$ cat src/rtl/seven_seg_scan.sv
// seven_seg_scan: time-multiplexed hex display driver.
// Scans DIGITS seven-segment digits over one shared segment bus. New values
// are captured into a shadow buffer and only copied into the displayed
// buffer at the end of a frame, so a frame never mixes old and new digits.
// All pin outputs are registered; ACTIVE_LOW selects the pin polarity.
module seven_seg_scan #(
    parameter int DIGITS      = 4,
    parameter int REFRESH_DIV = 50000,
    parameter int ACTIVE_LOW  = 1
) (
    input  logic                  clk,
    input  logic                  reset,
    input  logic [4*DIGITS-1:0]   in,
    input  logic [DIGITS-1:0]     dp_in,
    input  logic                  load,
    input  logic                  enable,
    input  logic                  lzb,
    output logic [6:0]            seg,
    output logic                  dp,
    output logic [DIGITS-1:0]     an,
    output logic                  frame_start
);

    localparam int   PCNT_W = $clog2(REFRESH_DIV);
    localparam int   IDX_W  = (DIGITS > 1) ? $clog2(DIGITS) : 1;
    localparam logic POL    = (ACTIVE_LOW != 0) ? 1'b1 : 1'b0;

    // Scan timing state
    logic [PCNT_W-1:0]   pcnt_reg, pcnt_next;
    logic [IDX_W-1:0]    idx_reg, idx_next;
    logic                tick;
    logic                wrap;

    // Double buffer
    logic [4*DIGITS-1:0] shadow_val_reg;
    logic [DIGITS-1:0]   shadow_dp_reg;
    logic                pending_reg;
    logic [4*DIGITS-1:0] disp_val_reg;
    logic [DIGITS-1:0]   disp_dp_reg;
    logic                commit;

    // Per-digit decode helpers
    logic [3:0]          nib [DIGITS];
    logic [DIGITS-1:0]   above_zero;
    logic [DIGITS-1:0]   blank;
    logic [DIGITS-1:0]   onehot;

    // Registered pin drivers
    logic [6:0]          seg_reg, seg_next;
    logic                dp_reg, dp_next;
    logic [DIGITS-1:0]   an_reg, an_next;
    logic                fs_reg, fs_next;

    assign tick   = (pcnt_reg == PCNT_W'(REFRESH_DIV - 1));
    assign wrap   = tick && (idx_reg == IDX_W'(DIGITS - 1));
    assign commit = wrap && pending_reg;

    // Logical segment pattern {g,f,e,d,c,b,a} for one hex nibble
    function automatic logic [6:0] hex7(input logic [3:0] v);
        logic [6:0] s;
        case (v)
            4'h0: s = 7'h3F;
            4'h1: s = 7'h06;
            4'h2: s = 7'h5B;
            4'h3: s = 7'h4F;
            4'h4: s = 7'h66;
            4'h5: s = 7'h6D;
            4'h6: s = 7'h7D;
            4'h7: s = 7'h07;
            4'h8: s = 7'h7F;
            4'h9: s = 7'h6F;
            4'hA: s = 7'h77;
            4'hB: s = 7'h7C;
            4'hC: s = 7'h39;
            4'hD: s = 7'h5E;
            4'hE: s = 7'h79;
            default: s = 7'h71;
        endcase
        return s;
    endfunction

    // Split the displayed value into nibbles; a digit is blanked when it and
    // every more-significant nibble are zero (digit 0 always stays visible)
    generate
        for (genvar gi = 0; gi < DIGITS; gi++) begin : g_digit
            assign nib[gi]    = disp_val_reg[4*gi +: 4];
            assign onehot[gi] = (idx_reg == IDX_W'(gi));
            if (gi == DIGITS - 1) begin : g_top
                assign above_zero[gi] = (nib[gi] == 4'h0);
            end else begin : g_mid
                assign above_zero[gi] = (nib[gi] == 4'h0) && above_zero[gi+1];
            end
            if (gi == 0) begin : g_lsd
                assign blank[gi] = 1'b0;
            end else begin : g_msd
                assign blank[gi] = lzb && above_zero[gi];
            end
        end
    endgenerate

    // Next prescaler count and digit index
    always_comb begin
        pcnt_next = tick ? '0 : PCNT_W'(pcnt_reg + 1'b1);
        idx_next  = idx_reg;
        if (tick) begin
            idx_next = (idx_reg == IDX_W'(DIGITS - 1)) ? '0 : IDX_W'(idx_reg + 1'b1);
        end
    end

    // Prescaler and digit index registers
    always_ff @(posedge clk) begin
        if (reset) begin
            pcnt_reg <= '0;
            idx_reg  <= '0;
        end else begin
            pcnt_reg <= pcnt_next;
            idx_reg  <= idx_next;
        end
    end

    // Shadow capture and end-of-frame commit; a load on the commit edge
    // stays pending so it lands at the following wrap
    always_ff @(posedge clk) begin
        if (reset) begin
            shadow_val_reg <= '0;
            shadow_dp_reg  <= '0;
            pending_reg    <= 1'b0;
            disp_val_reg   <= '0;
            disp_dp_reg    <= '0;
        end else begin
            if (commit) begin
                disp_val_reg <= shadow_val_reg;
                disp_dp_reg  <= shadow_dp_reg;
            end
            if (load) begin
                shadow_val_reg <= in;
                shadow_dp_reg  <= dp_in;
                pending_reg    <= 1'b1;
            end else if (commit) begin
                pending_reg <= 1'b0;
            end
        end
    end

    // Pin values for the digit currently selected, with polarity applied
    always_comb begin
        seg_next = {7{POL}};
        dp_next  = POL;
        an_next  = {DIGITS{POL}};
        fs_next  = (pcnt_reg == '0) && (idx_reg == '0);
        if (enable) begin
            seg_next = (blank[idx_reg] ? 7'h00 : hex7(nib[idx_reg])) ^ {7{POL}};
            dp_next  = disp_dp_reg[idx_reg] ^ POL;
            an_next  = onehot ^ {DIGITS{POL}};
        end
    end

    // Output registers
    always_ff @(posedge clk) begin
        if (reset) begin
            seg_reg <= {7{POL}};
            dp_reg  <= POL;
            an_reg  <= {DIGITS{POL}};
            fs_reg  <= 1'b0;
        end else begin
            seg_reg <= seg_next;
            dp_reg  <= dp_next;
            an_reg  <= an_next;
            fs_reg  <= fs_next;
        end
    end

    assign seg         = seg_reg;
    assign dp          = dp_reg;
    assign an          = an_reg;
    assign frame_start = fs_reg;

endmodule

$ cat config.mk
export PLATFORM = sky130hd
export DESIGN_NAME = seven_seg_scan
export DESIGN_NICKNAME = d
export VERILOG_FILES = /design/src/rtl/seven_seg_scan.sv
export SDC_FILE = /design/constraint.sdc
export NUM_CORES = 1
export LEC_CHECK = 0
export ABC_AREA = 0
export BUFFER_PORTS_ARGS = -buffer_cell sky130_fd_sc_hd__buf_4
export CAP_MARGIN = 30
export CORE_MARGIN = 1
export CORE_UTILIZATION = 35
export DETAILED_ROUTE_END_ITERATION = 12
export PLACE_DENSITY = 0.63
export SLEW_MARGIN = 20
export SYNTH_ARGS = -nofsm -noshare
export SYNTH_HDL_FRONTEND = slang
export SYNTH_SLANG_ARGS = --single-unit
$ cat constraint.sdc
create_clock -name clk -period 2 [get_ports clk]
set_input_delay 0.1 -clock clk [delete_from_list [all_inputs] [get_ports clk]]
set_output_delay 0.1 -clock clk [all_outputs]
set_load 0.02 [all_outputs]
=== Yosys cells after proc, flatten, opt, wreduce, memory -nomap -nowiden ===
Memories as Yosys holds them, arrays and structs flattened.
Index checks and enable logic that the tools add are counted.

* Bits in registers: 72
* Bits in latches: 0
* Memory bits (writable): 0
* ROM bits: 112
* Bits of input ports: 25
* Output and inout bits: 13
* Logic and storage cells: 53
* Memories: 1

{| class="wikitable"
|+ Memory list
! memory !! depth !! width !! read ports !! clocked after memory_dff !! write ports !! RTL line !! RTL
|-
| (no name shown) || 16 || 7 || 1 || 0 || 0 || 61 || <nowiki>case (v)</nowiki>
|}

* $add $sub $neg: 2
* Multiply operators: 0
* Divide/modulo/power cells: 0
* Magnitude comparators: 2
* Eq/ne operators: 4
* Shift operators: 0
* Muxes and demuxes: 12
* Bitwise logic cells: 5
* Reduce and logical (&&, ||, !) cells: 16

{| class="wikitable"
|+ Operator list
! cell !! number
|-
| $add A16 B1 Y16 const B || 1
|-
| $eq A16 B16 Y1 const B || 1
|-
| $logic_not A16 Y1 || 1
|-
| $mux W7 || 2
|-
| $logic_not A4 Y1 || 3
|-
| $bmux W4 S2 || 1
|-
| $logic_and A1 B1 Y1 || 8
|-
| $mux W4 || 2
|-
| $not A7 Y7 || 1
|-
| $bmux W1 S2 || 2
|-
| $eq A2 B2 Y1 const B || 2
|-
| $mux W1 || 4
|-
| $not A4 Y4 || 1
|-
| $reduce_or A2 Y1 || 2
|-
| $ge A3 B3 Y1 const B || 1
|-
| $lt A2 B3 Y1 const B || 1
|-
| $not A2 Y3 || 1
|-
| $add A2 B1 Y2 const B || 1
|-
| $eq A2 B1 Y1 const B || 1
|-
| $logic_not A2 Y1 || 1
|-
| $mux W2 || 1
|-
| $not A1 Y1 || 2
|-
| $reduce_bool A2 Y1 || 1
|}

=== Depth between registers and ports, before layout ===
Gate-level depths: netlist (run 1).

* Depth in word-level cells: 8
* Depth in mapped cells: 8

=== Least setup slack after synthesis (run 1) ===
No wires, ideal clock.

* Path type: flip-flop to flip-flop
* Start point: register idx_reg[0]
* End point: register seg_reg[0], in the netlist seg[0]
* Arrival time: 1.754 ns
* Slack: 0.101 ns
* Stages on the path, launching flop included: 8
* Clock period less this slack: 1.899 ns
* Cell sequence: dfxtp_1 > buf_2 > mux4_2 > ha_1 > mux2i_1 > nand2_1 > o221ai_1 > o21ai_0

* Word-level cells in the longest chain between the ends: 8

{| class="wikitable"
|+ RTL lines
! element !! RTL line !! RTL
|-
| start, declared || 30 || <nowiki>logic [IDX_W-1:0] idx_reg, idx_next;</nowiki>
|-
| start signal, assigned || 117 || <nowiki>idx_reg <= idx_next;</nowiki>
|-
| $not A2 Y3 (not written as such) || 152 || <nowiki>seg_next = (blank[idx_reg] ? 7'h00 : hex7(nib[idx_reg])) ^ {7{POL}};</nowiki>
|-
| $bmux W4 S2 || 152 ||
|-
| $mux W4 (not written as such) (2 in series) || 152 ||
|-
| $mem_v2 Z16 W7 || n/a ||
|-
| $mux W7 || 151 || <nowiki>if (enable) begin</nowiki>
|-
| $mux W7 * || 152 ||
|-
| $not A7 Y7 (no source line) * || n/a ||
|-
| end signal, assigned || 161 || <nowiki>seg_reg <= {7{POL}};</nowiki>
|-
| end signal, assigned || 166 || <nowiki>seg_reg <= seg_next;</nowiki>
|-
| end, declared || 49 || <nowiki>logic [6:0] seg_reg, seg_next;</nowiki>
|}

Mark *: on every way between the ends. The rest lies on a longest branch, timed or not. The select of a mux whose other input is x is not followed.
A chain may end at the register's enable or synchronous reset.

=== Final worst setup path (run 1) ===
* Start point: register idx_reg[0]
* End point: register seg_reg[5], in the netlist seg[5]

The elaborated chain is that of the path after synthesis.

==> metrics.md, run 1 <==
| Metric | Value |
|---|---|
| Status | completed |
| Layout cells sized above 1 | 0.195 |
| Hold wc startpoint | lzb |
| CP Max Fanout | 14 |
| Pin count of the biggest net entering global routing | 48 |
| # rows | 33 |
| Minimum clock period | 1.84 ns |
| Die height | about 96 microns |
| Worst Setup End Kind | flop |
| Global-route wire length before repair | ~10000 microns |
| Largest family of logic cells by synthesized area | multiplexers |
| Max VDD drop | about 420 uV |
| Area Overhead vs Synth | 27.5% |
| R2r startpoint | idx_reg[0] |
| DPL Wire Length | around 4000 microns |
| Vias per Instance | 4.79 |
| Synthesized flop and latch total | roughly 70 |
| GP Congestion | 0.848 |
| Cts bufs inserted | 9 |
| Adder-Cell Fraction of Synth Area | 0.0487 |
| Max H-tree Level | 3 |
| CTS tree | done |
| Sequential area share after synthesis | 0.468 |
| Setup CP Type | flop to flop |
| GRT Total Usage | 0.142 |
| Storage element area | about 0.0014 sq mm |
| PortBufs | 37 |
| Commonest non-fill, non-tap cell in the layout | dfxtp_1 |
| Synth Area in Compound Gates | 0.0365 |
| Total of max-cap violations | 0 |
| Post-Syn Area per Cell | between 9 and 10 sq um |
| Post-synthesis mux area share | 0.190 |
| Library cells used by synthesis | 32 |
| Post-Synth Simple-Gate Area | 0.175 |
| Multi-input logic area | 0.00153 sq mm |
| Final worst-path cycle share | 0.922 |
| Rel. slew slack | 0.679 |
| CTS Sinks | 72 |
| Final #Nets | about 420 |
| Vias in the first global route | about 2.1k |
| RSZ-0062 raised after global routing | no |
| HP Class | input pin to flop |
| Diodes inserted | 0 |
| Router iterations before antenna repair | 7 |
| Clk_skew | between 0.008 and 0.009 ns |
| Slew Limit Fails | 0 |
| CP arrival | 2.08 ns |
| Worst hold slack | approximately 0.16 ns |
| Setup Slack @ Placement | -0.00825 ns |
| Clock Latency Late Sink | 0.34 ns |
| Initial drt markers | 82 |
| Fmax | 542 MHz |
| Slew @ Worst Pin | roughly 0.48 ns |
| Power Density | a little over 700 mW/mm^2 |
| Post-Synthesis Cells | around 320 |
| Post-Route WL | about 6000 microns |
| Cell Area, Synth | approximately 0.0031 sq mm |
| Total Die Area | 0.00918 sq mm |
| Post-DRT Antenna Nets | 0 |
| Initial Util | 0.368 |
| Synth warn | 0 |
| Post-Synth XOR/XNOR Area | 0.0455 |
| Root Driver | clkbuf_8 |
| Worst Setup SP | idx_reg[0] |
| Die W | 95.8 microns |
| Design Power | about 2.8 mW |
| Deepest clock path buffer count | 2 |
| Most frequent cells in the layout | dfxtp_1 (71), nor2_1 (63), buf_4 (47) |
| Core box area | around 0.0084 sq mm |
| Hold Violations, Final | 0 |
| Initial antenna violation count | 0 |
| Mapped Nets | about 350 |
| Avg WL per Cell | 12.1 microns |
| Crit path launch type | flop |
| WP data required | about 2.2 ns |
| Leak pwr | roughly 1.8 nW |
| Filler cell count in the final layout | just over 800 |
| Final setup violation count | 0 |
| DR vias | approximately 2.3k |
| Gr ovfl total | 0 |
| Ports | 38 |
| Post-route DRC | 0 |
| Worst-path clk slew | roughly 0.070 ns |
| Worst setup margin | around 0.16 ns |
## synthesized netlist by cell type
cell,instances,area (sq um)
a21oi_1,2,10.0
a22oi_1,3,22.5
a31oi_1,3,18.8
and3_1,2,12.5
and4_1,2,17.5
buf_1,3,11.3
buf_2,7,35.0
clkbuf_1,6,22.5
dfxtp_1,72,1440
ha_1,12,150
inv_1,12,45.0
mux2_2,3,33.8
mux2i_1,46,460
mux4_2,4,90.1
nand2_1,23,86.3
nand2b_1,1,6.26
nand3_1,8,40.0
nand4_1,3,18.8
nor2_1,63,236
nor2b_1,1,6.26
nor3_1,4,20.0
nor3b_1,1,7.51
nor4_1,4,25.0
nor4_4,1,21.3
o211ai_1,2,15.0
o21ai_0,4,20.0
o221ai_1,3,26.3
or3_1,3,18.8
or4_4,1,11.3
or4bb_1,1,11.3
xnor2_1,4,35.0
xor2_1,12,105
## cell type report
cell class,instances,area share
multi-input combinational,216,0.390
tap,105,0.0334
sequential,72,0.367
clock buffer,11,0.0360
inverter,12,0.0115
clock inverter,4,0.0115
timing repair buffer,69,0.151
## metrics by stage
step                std cells   TNS, ns  area, sq um   util
floorplan                 316         0         3080      -
global placement          451         0         3510  0.419
detailed placement        451  -0.00825         3510  0.419
CTS                       486         0         3900  0.466
global route              489         0         3930  0.469
finish                    489         0         3930  0.469
## critical path, cell delays in order (launching register included)
cell and delay [ns]:
dfxtp_2 0.39, buf_4 0.23, mux4_2 0.63, inv_1 0.15, nor2_1 0.08, a22oi_1 0.19, nand2_1 0.07
## power breakdown
part           switching (mW)  total, mW  internal, mW
clock network           0.503       1.10         0.597
registers              0.0210       1.49          1.47
logic                  0.0861      0.198         0.111
## what timing repair did
item | 4_1_cts | 5_1_grt
resized for setup | 1 | 3
cloned | 0 | 0
hold buffers | 20 | 0
setup endpoints to repair | 1 | 7
hold endpoints to repair | 20 | 0
setup buffers | 0 | 3
## metal layers
layer	GRT usage	vias up	routed length [microns]
met2	0.213	61	2570
met3	0.0506	7	298
met1	0.190	1069	3000
met5	0	-	0
met4	0.0473	0	67
li1	-	1203	-
## kinds of logic after synthesis
family | after synthesis
AO/OA/AOI/OAI | 17
XOR/XNOR | 16
adder cells (fa/ha/maj) | 12
buffers and inverters | 28
flip-flops | 72
multiplexers | 53
AND/OR/NAND/NOR | 118
## worst paths after layout
path                                     to  slack [ns]  cells past startpoint
worst max-delay path                 seg[5]        0.16                      6
worst min-delay path                 seg[4]        0.16                      4
worst max register to register       seg[5]        0.16                      6
worst min register to register  pcnt_reg[0]        0.47                      1
(Power assumes the default switching activity.)
==> run 2: changes to the inputs <==
--- a/config.mk
+++ b/config.mk
@@ -12,6 +12,7 @@
 export CORE_UTILIZATION = 35
 export DETAILED_ROUTE_END_ITERATION = 12
 export PLACE_DENSITY = 0.63
+export REMOVE_ABC_BUFFERS = 1
 export SLEW_MARGIN = 20
 export SYNTH_ARGS = -nofsm -noshare
 export SYNTH_HDL_FRONTEND = slang
==> metrics.md, run 2 (synthesized netlist as in run 1, its figures left out) <==
| Metric | Value |
|---|---|
| Ports | 38 |
| Initial drt markers | 80 |
| Post-route DRC | 0 |
| Final setup violation count | 0 |
| Rel. slew slack | 0.733 |
| PortBufs | 37 |
| Setup CP Type | flop to flop |
| Global-route wire length before repair | 10400 microns |
| DR vias | 2315 |
| WP data required | 2.28 ns |
| Pin count of the biggest net entering global routing | 31 |
| # rows | 33 |
| CTS tree | done |
| CP arrival | 2.13 ns |
| Clock power frac | 0.429 |
| Final #Nets | 414 |
| Switching power | 675 uW |
| Sw Ratio | 0.228 |
| CP delay by family, top | multiplexers |
| Most frequent cells in the layout | dfxtp_1 (71), nor2_1 (63), mux2i_1 (46) |
| Max VDD drop | 381 uV |
| GR peak layer | met2 |
| Minimum clock period | 1.86 ns |
| Die W | around 96 microns |
| Util after Layout | 0.470 |
| Worst Setup End Kind | flop |
| CTS Sinks | between 70 and 80 |
| Final worst-path cycle share | 0.928 |
| Combinational share of power | 0.066 |
| Worst-path clk slew | 0.08 ns |
| GP Congestion | roughly 0.77 |
| Core box area | roughly 0.0084 sq mm |
| RSZ-0062 raised after global routing | no |
| Vias per Instance | between 4 and 5 |
| Vias in the first global route | approximately 2.2k |
| Total Die Area | 0.00918 sq mm |
| Hold Violations, Final | 0 |
| Worst R2R Setup Slack | roughly 0.14 ns |
| Power Density | approximately 750 mW/mm^2 |
| Avg WL per Cell | around 13 microns |
| Post-Route WL | 6090 microns |
| Clk_skew | between 0.007 and 0.008 ns |
| Initial Util | 0.368 |
| Critical Path Slowest Stage Cell | mux4_2 |
| Leak pwr | between 1.5 and 2 nW |
| Layout cells sized above 1 | 0.194 |
| Root Driver | clkbuf_8 |
| Deepest clock path buffer count | 2 |
| Area Overhead vs Synth | 27.9% |
| Buffers plus inverters on the worst setup path | 1 |
| Slew Limit Fails | 0 |
| Router iterations before antenna repair | 5 |
| Status | completed |
| HP Class | input pin to flop |
| Max H-tree Level | 3 |
| Dpl cells | about 450 |
| Post-DRT Antenna Nets | 0 |
| Flop pwr share | 0.505 |
| Filler cell count in the final layout | approximately 780 |
| M3 GR Usage | 0.0411 |
| Crit path launch type | flop |
| Total of max-cap violations | 0 |
| Die height | approximately 96 microns |
| Fmax | 539 MHz |
| Crit path cell chain | mux4_2 > inv_1 > ha_1 > mux2i_1 > nand2_1 > o221ai_1 > o21ai_0 |
| Pint | 2.29 mW |
| DPL Wire Length | 4230 microns |
| GRT Total Usage | 0.149 |
| Initial antenna violation count | 0 |
| Design Power | around 3.0 mW |
| Met2 Track Usage GR | 0.235 |
| Slew @ Worst Pin | ~0.4 ns |
| CP Max Fanout | 5 |
| Max incr delay on CP | about 0.58 ns |
| Cts bufs inserted | 9 |
| Finished Layout Cells | between 400 and 500 |
| Clock Latency Late Sink | 0.35 ns |
| Global routing usage on met1 | 0.189 |
| Gr ovfl total | 0 |
| Commonest non-fill, non-tap cell in the layout | dfxtp_1 |
| Diodes inserted | 0 |
[run 2: cell count changes in the layout (fill, tap and decap cells not counted), sizes merged]
cell         previous run  this run
inv                    12        13
dlygate4sd3            20        18
clkbuf                 11         9
buf                    49        48
clkinvlp                0         1
bufinv                  1         2
[run 2: area by class of cell]
| cell class | instances | area, sq um | share of cell area |
|---|---|---|---|
| clock buffer | 9 | 124 | 0.0314 |
| multi-input combinational | 216 | 1530 | 0.387 |
| clock inverter | 7 | 95.1 | 0.0241 |
| tap | 105 | 131 | 0.0333 |
| inverter | 12 | 45.0 | 0.0114 |
| sequential | 72 | 1440 | 0.366 |
| timing repair buffer | 66 | 578 | 0.147 |
[run 2: path summary, 6_finish.rpt]
check	start	to	cells after the start
max reg2reg	idx_reg[0]	seg[0]	7
min reg2reg	pcnt_reg[0]	pcnt_reg[0]	1
min	in[11]	shadow_val_reg[11]	3
max	idx_reg[0]	seg[0]	7
[run 2: what timing repair did]
item	4_1_cts	5_1_grt
setup buffers	0	0
endpoints found under the hold margin	18	0
setup endpoints to repair	0	3
hold buffers	18	0
gates resized for setup	0	1
[run 2: through the flow]
stage,setup TNS [ns],cell area [sq um],hold WS [ns],setup WS [ns]
floorplan,-9.51,3010,0.169,-0.455
global placement,0,3540,0.332,0.100
detailed placement,0,3540,0.341,0.0529
CTS,0,3940,0.00201,0.0434
global route,0,3940,0.0292,0.00809
finish,0,3940,0.0147,0.144
[run 2: power by group through the flow]
stage	Sequential (mW)	Clock (mW)	Combinational [mW]
2_1_floorplan	1.53	0	0.0611
3_3_place_gp	1.53	0	0.167
3_5_place_dp	1.53	0	0.172
4_1_cts	1.49	1.30	0.200
5_1_grt	1.50	1.36	0.216
6_report	1.49	1.27	0.197
[run 2: worst reg2reg max path: stages, from the launching register on]
cell and delay (ns):
dfxtp_2 0.40, mux4_2 0.58, inv_1 0.17, ha_1 0.22, mux2i_1 0.08, nand2_1 0.07
o221ai_1 0.11, o21ai_0 0.15
[run 2: layer usage]
layer	share of wire	wire, microns
met5	0	0
met4	0.018	111
met3	0.043	260
met2	0.46	2800
met1	0.48	2920
==> run 3: changes to the inputs <==
--- a/config.mk
+++ b/config.mk
@@ -12,6 +12,7 @@
 export CORE_UTILIZATION = 35
 export DETAILED_ROUTE_END_ITERATION = 12
 export PLACE_DENSITY = 0.63
+export RECOVER_POWER = 25
 export REMOVE_ABC_BUFFERS = 1
 export SLEW_MARGIN = 20
 export SYNTH_ARGS = -nofsm -noshare
==> metrics.md, run 3 (synthesized netlist as in run 1, its figures left out) <==
| Metric | Value |
|---|---|
| Initial drt markers | 88 |
| Flop pwr share | 0.505 |
| Rel. slew slack | 0.733 |
| Clock Latency Late Sink | around 0.35 ns |
| Switching power | 675 uW |
| Slew Limit Fails | 0 |
| Core box area | between 0.008 and 0.009 sq mm |
| GRT Total Usage | 0.149 |
| PortBufs | 37 |
| WP data required | 2.28 ns |
| Commonest non-fill, non-tap cell in the layout | dfxtp_1 |
| Router iterations before antenna repair | 4 |
| Initial antenna violation count | 0 |
| Clock power frac | 0.429 |
| CTS tree | done |
| Leak pwr | about 1.8 nW |
| Vias in the first global route | 2213 |
| Clk_skew | between 0.007 and 0.008 ns |
| Fmax | between 500 and 600 MHz |
| Combinational share of power | 0.066 |
| Setup Slack @ Placement | between 0.05 and 0.06 ns |
| Initial Util | 0.368 |
| Worst Setup End Kind | flop |
| Dpl cells | 453 |
| Max VDD drop | 380 uV |
| Minimum clock period | ~1.9 ns |
| Power Density | around 750 mW/mm^2 |
| Final worst-path cycle share | 0.928 |
| Vias per Instance | around 4.8 |
| Most frequent cells in the layout | dfxtp_1 (71), nor2_1 (63), mux2i_1 (46) |
| Area Overhead vs Synth | 27.8% |
| RSZ-0062 raised after global routing | no |
| Post-route DRC | 0 |
| Final #Nets | approximately 410 |
| # rows | 33 |
| Pin count of the biggest net entering global routing | 31 |
| Root Driver | clkbuf_8 |
| Cts bufs inserted | 9 |
| Post-Route WL | 6060 microns |
| Layout cells sized above 1 | 0.191 |
| Multi-input logic area | about 0.0015 sq mm |
| Hold Violations, Final | 0 |
| CTS Sinks | 72 |
| GP Congestion | 0.765 |
| Total of max-cap violations | 0 |
| Global-route wire length before repair | between 10000 and 15000 microns |
| Design Power | ~3 mW |
| Diodes inserted | 0 |
| Worst-path clk slew | approximately 0.08 ns |
| Finished Layout Cells | between 400 and 500 |
| Crit path launch type | flop |
| DR vias | ~2.3k |
| Die W | 95.8 microns |
| CP Max Fanout | 5 |
| Gr ovfl total | 0 |
| Slew @ Worst Pin | between 0.3 and 0.4 ns |
| Ports | 38 |
| Filler cell count in the final layout | 785 |
| Storage element area | about 0.0014 sq mm |
| HP Class | input pin to flop |
| CP arrival | 2.14 ns |
| Worst setup margin | approximately 0.14 ns |
| Max H-tree Level | 3 |
| DPL Wire Length | 4230 microns |
| Post-DRT Antenna Nets | 0 |
| Setup CP Type | flop to flop |
| Total Die Area | approximately 0.0092 sq mm |
| Deepest clock path buffer count | 2 |
| Pint | roughly 2.3 mW |
| Status | completed |
| Die height | 95.8 microns |
| Final setup violation count | 0 |
| Sw Ratio | 0.228 |
| Avg WL per Cell | between 10 and 15 microns |
[run 3: cell count changes in the layout (fill, tap and decap cells not counted)]
cell | previous run | this run
clkbuf_4 | 0 | 18
buf_4 | 45 | 26
clkbuf_1 | 0 | 1
[run 3: worst paths after layout]
check,startpoint,endpoint,slack (ns),cells after the start
worst max-delay path,idx_reg[0],seg[0],0.14,7
worst min-delay path,in[11],shadow_val_reg[11],0.01,3
worst max register to register,idx_reg[0],seg[0],0.14,7
worst min register to register,pcnt_reg[0],pcnt_reg[0],0.46,1
[run 3: power groups by stage]
| stage | sequential, mW | combinational (mW) | clock, mW |
|---|---|---|---|
| 2_1_floorplan | 1.53 | 0.0611 | 0 |
| 3_3_place_gp | 1.53 | 0.167 | 0 |
| 3_5_place_dp | 1.53 | 0.172 | 0 |
| 4_1_cts | 1.49 | 0.200 | 1.30 |
| 5_1_grt | 1.50 | 0.215 | 1.36 |
| 6_report | 1.49 | 0.194 | 1.27 |
[run 3: worst max-delay path, cell delays in order, from the launching register on]
cell and delay (ns):
dfxtp_2 0.40, mux4_2 0.58, inv_1 0.17, ha_1 0.22
mux2i_1 0.08, nand2_1 0.07, o221ai_1 0.11, o21ai_0 0.15
[run 3: cell type report]
class,instances,area share
multi-input combinational,216,0.388
sequential,72,0.366
timing repair buffer,66,0.146
tap,105,0.0334
clock buffer,9,0.0314
clock inverter,7,0.0241
inverter,12,0.0114
[run 3: repair_timing]
| action | CTS | global route |
|---|---|---|
| hold buffers | 18 | 0 |
| setup buffers | 0 | 0 |
| hold endpoints to repair | 18 | 0 |
| setup endpoints to repair | 0 | 3 |
| resized for setup | 0 | 1 |
[run 3: through the flow]
step / hold slack, ns / cell area [sq um] / utilization / TNS [ns]
floorplan: 0.169 / 3010 / - / -9.51
global placement: 0.332 / 3540 / 0.423 / 0
detailed placement: 0.341 / 3540 / 0.423 / 0
CTS: 0.00201 / 3940 / 0.470 / 0
global route: 0.0292 / 3940 / 0.470 / 0
finish: 0.0142 / 3940 / 0.470 / 0
[run 3: per-layer routing]
| metal | share of wire | global-route usage | up-vias |
|---|---|---|---|
| met5 | 0 | 0 | - |
| met1 | 0.48 | 0.189 | 1059 |
| met4 | 0.018 | 0.0709 | 0 |
| li1 | - | - | 1201 |
| met3 | 0.041 | 0.0411 | 9 |
| met2 | 0.46 | 0.235 | 48 |
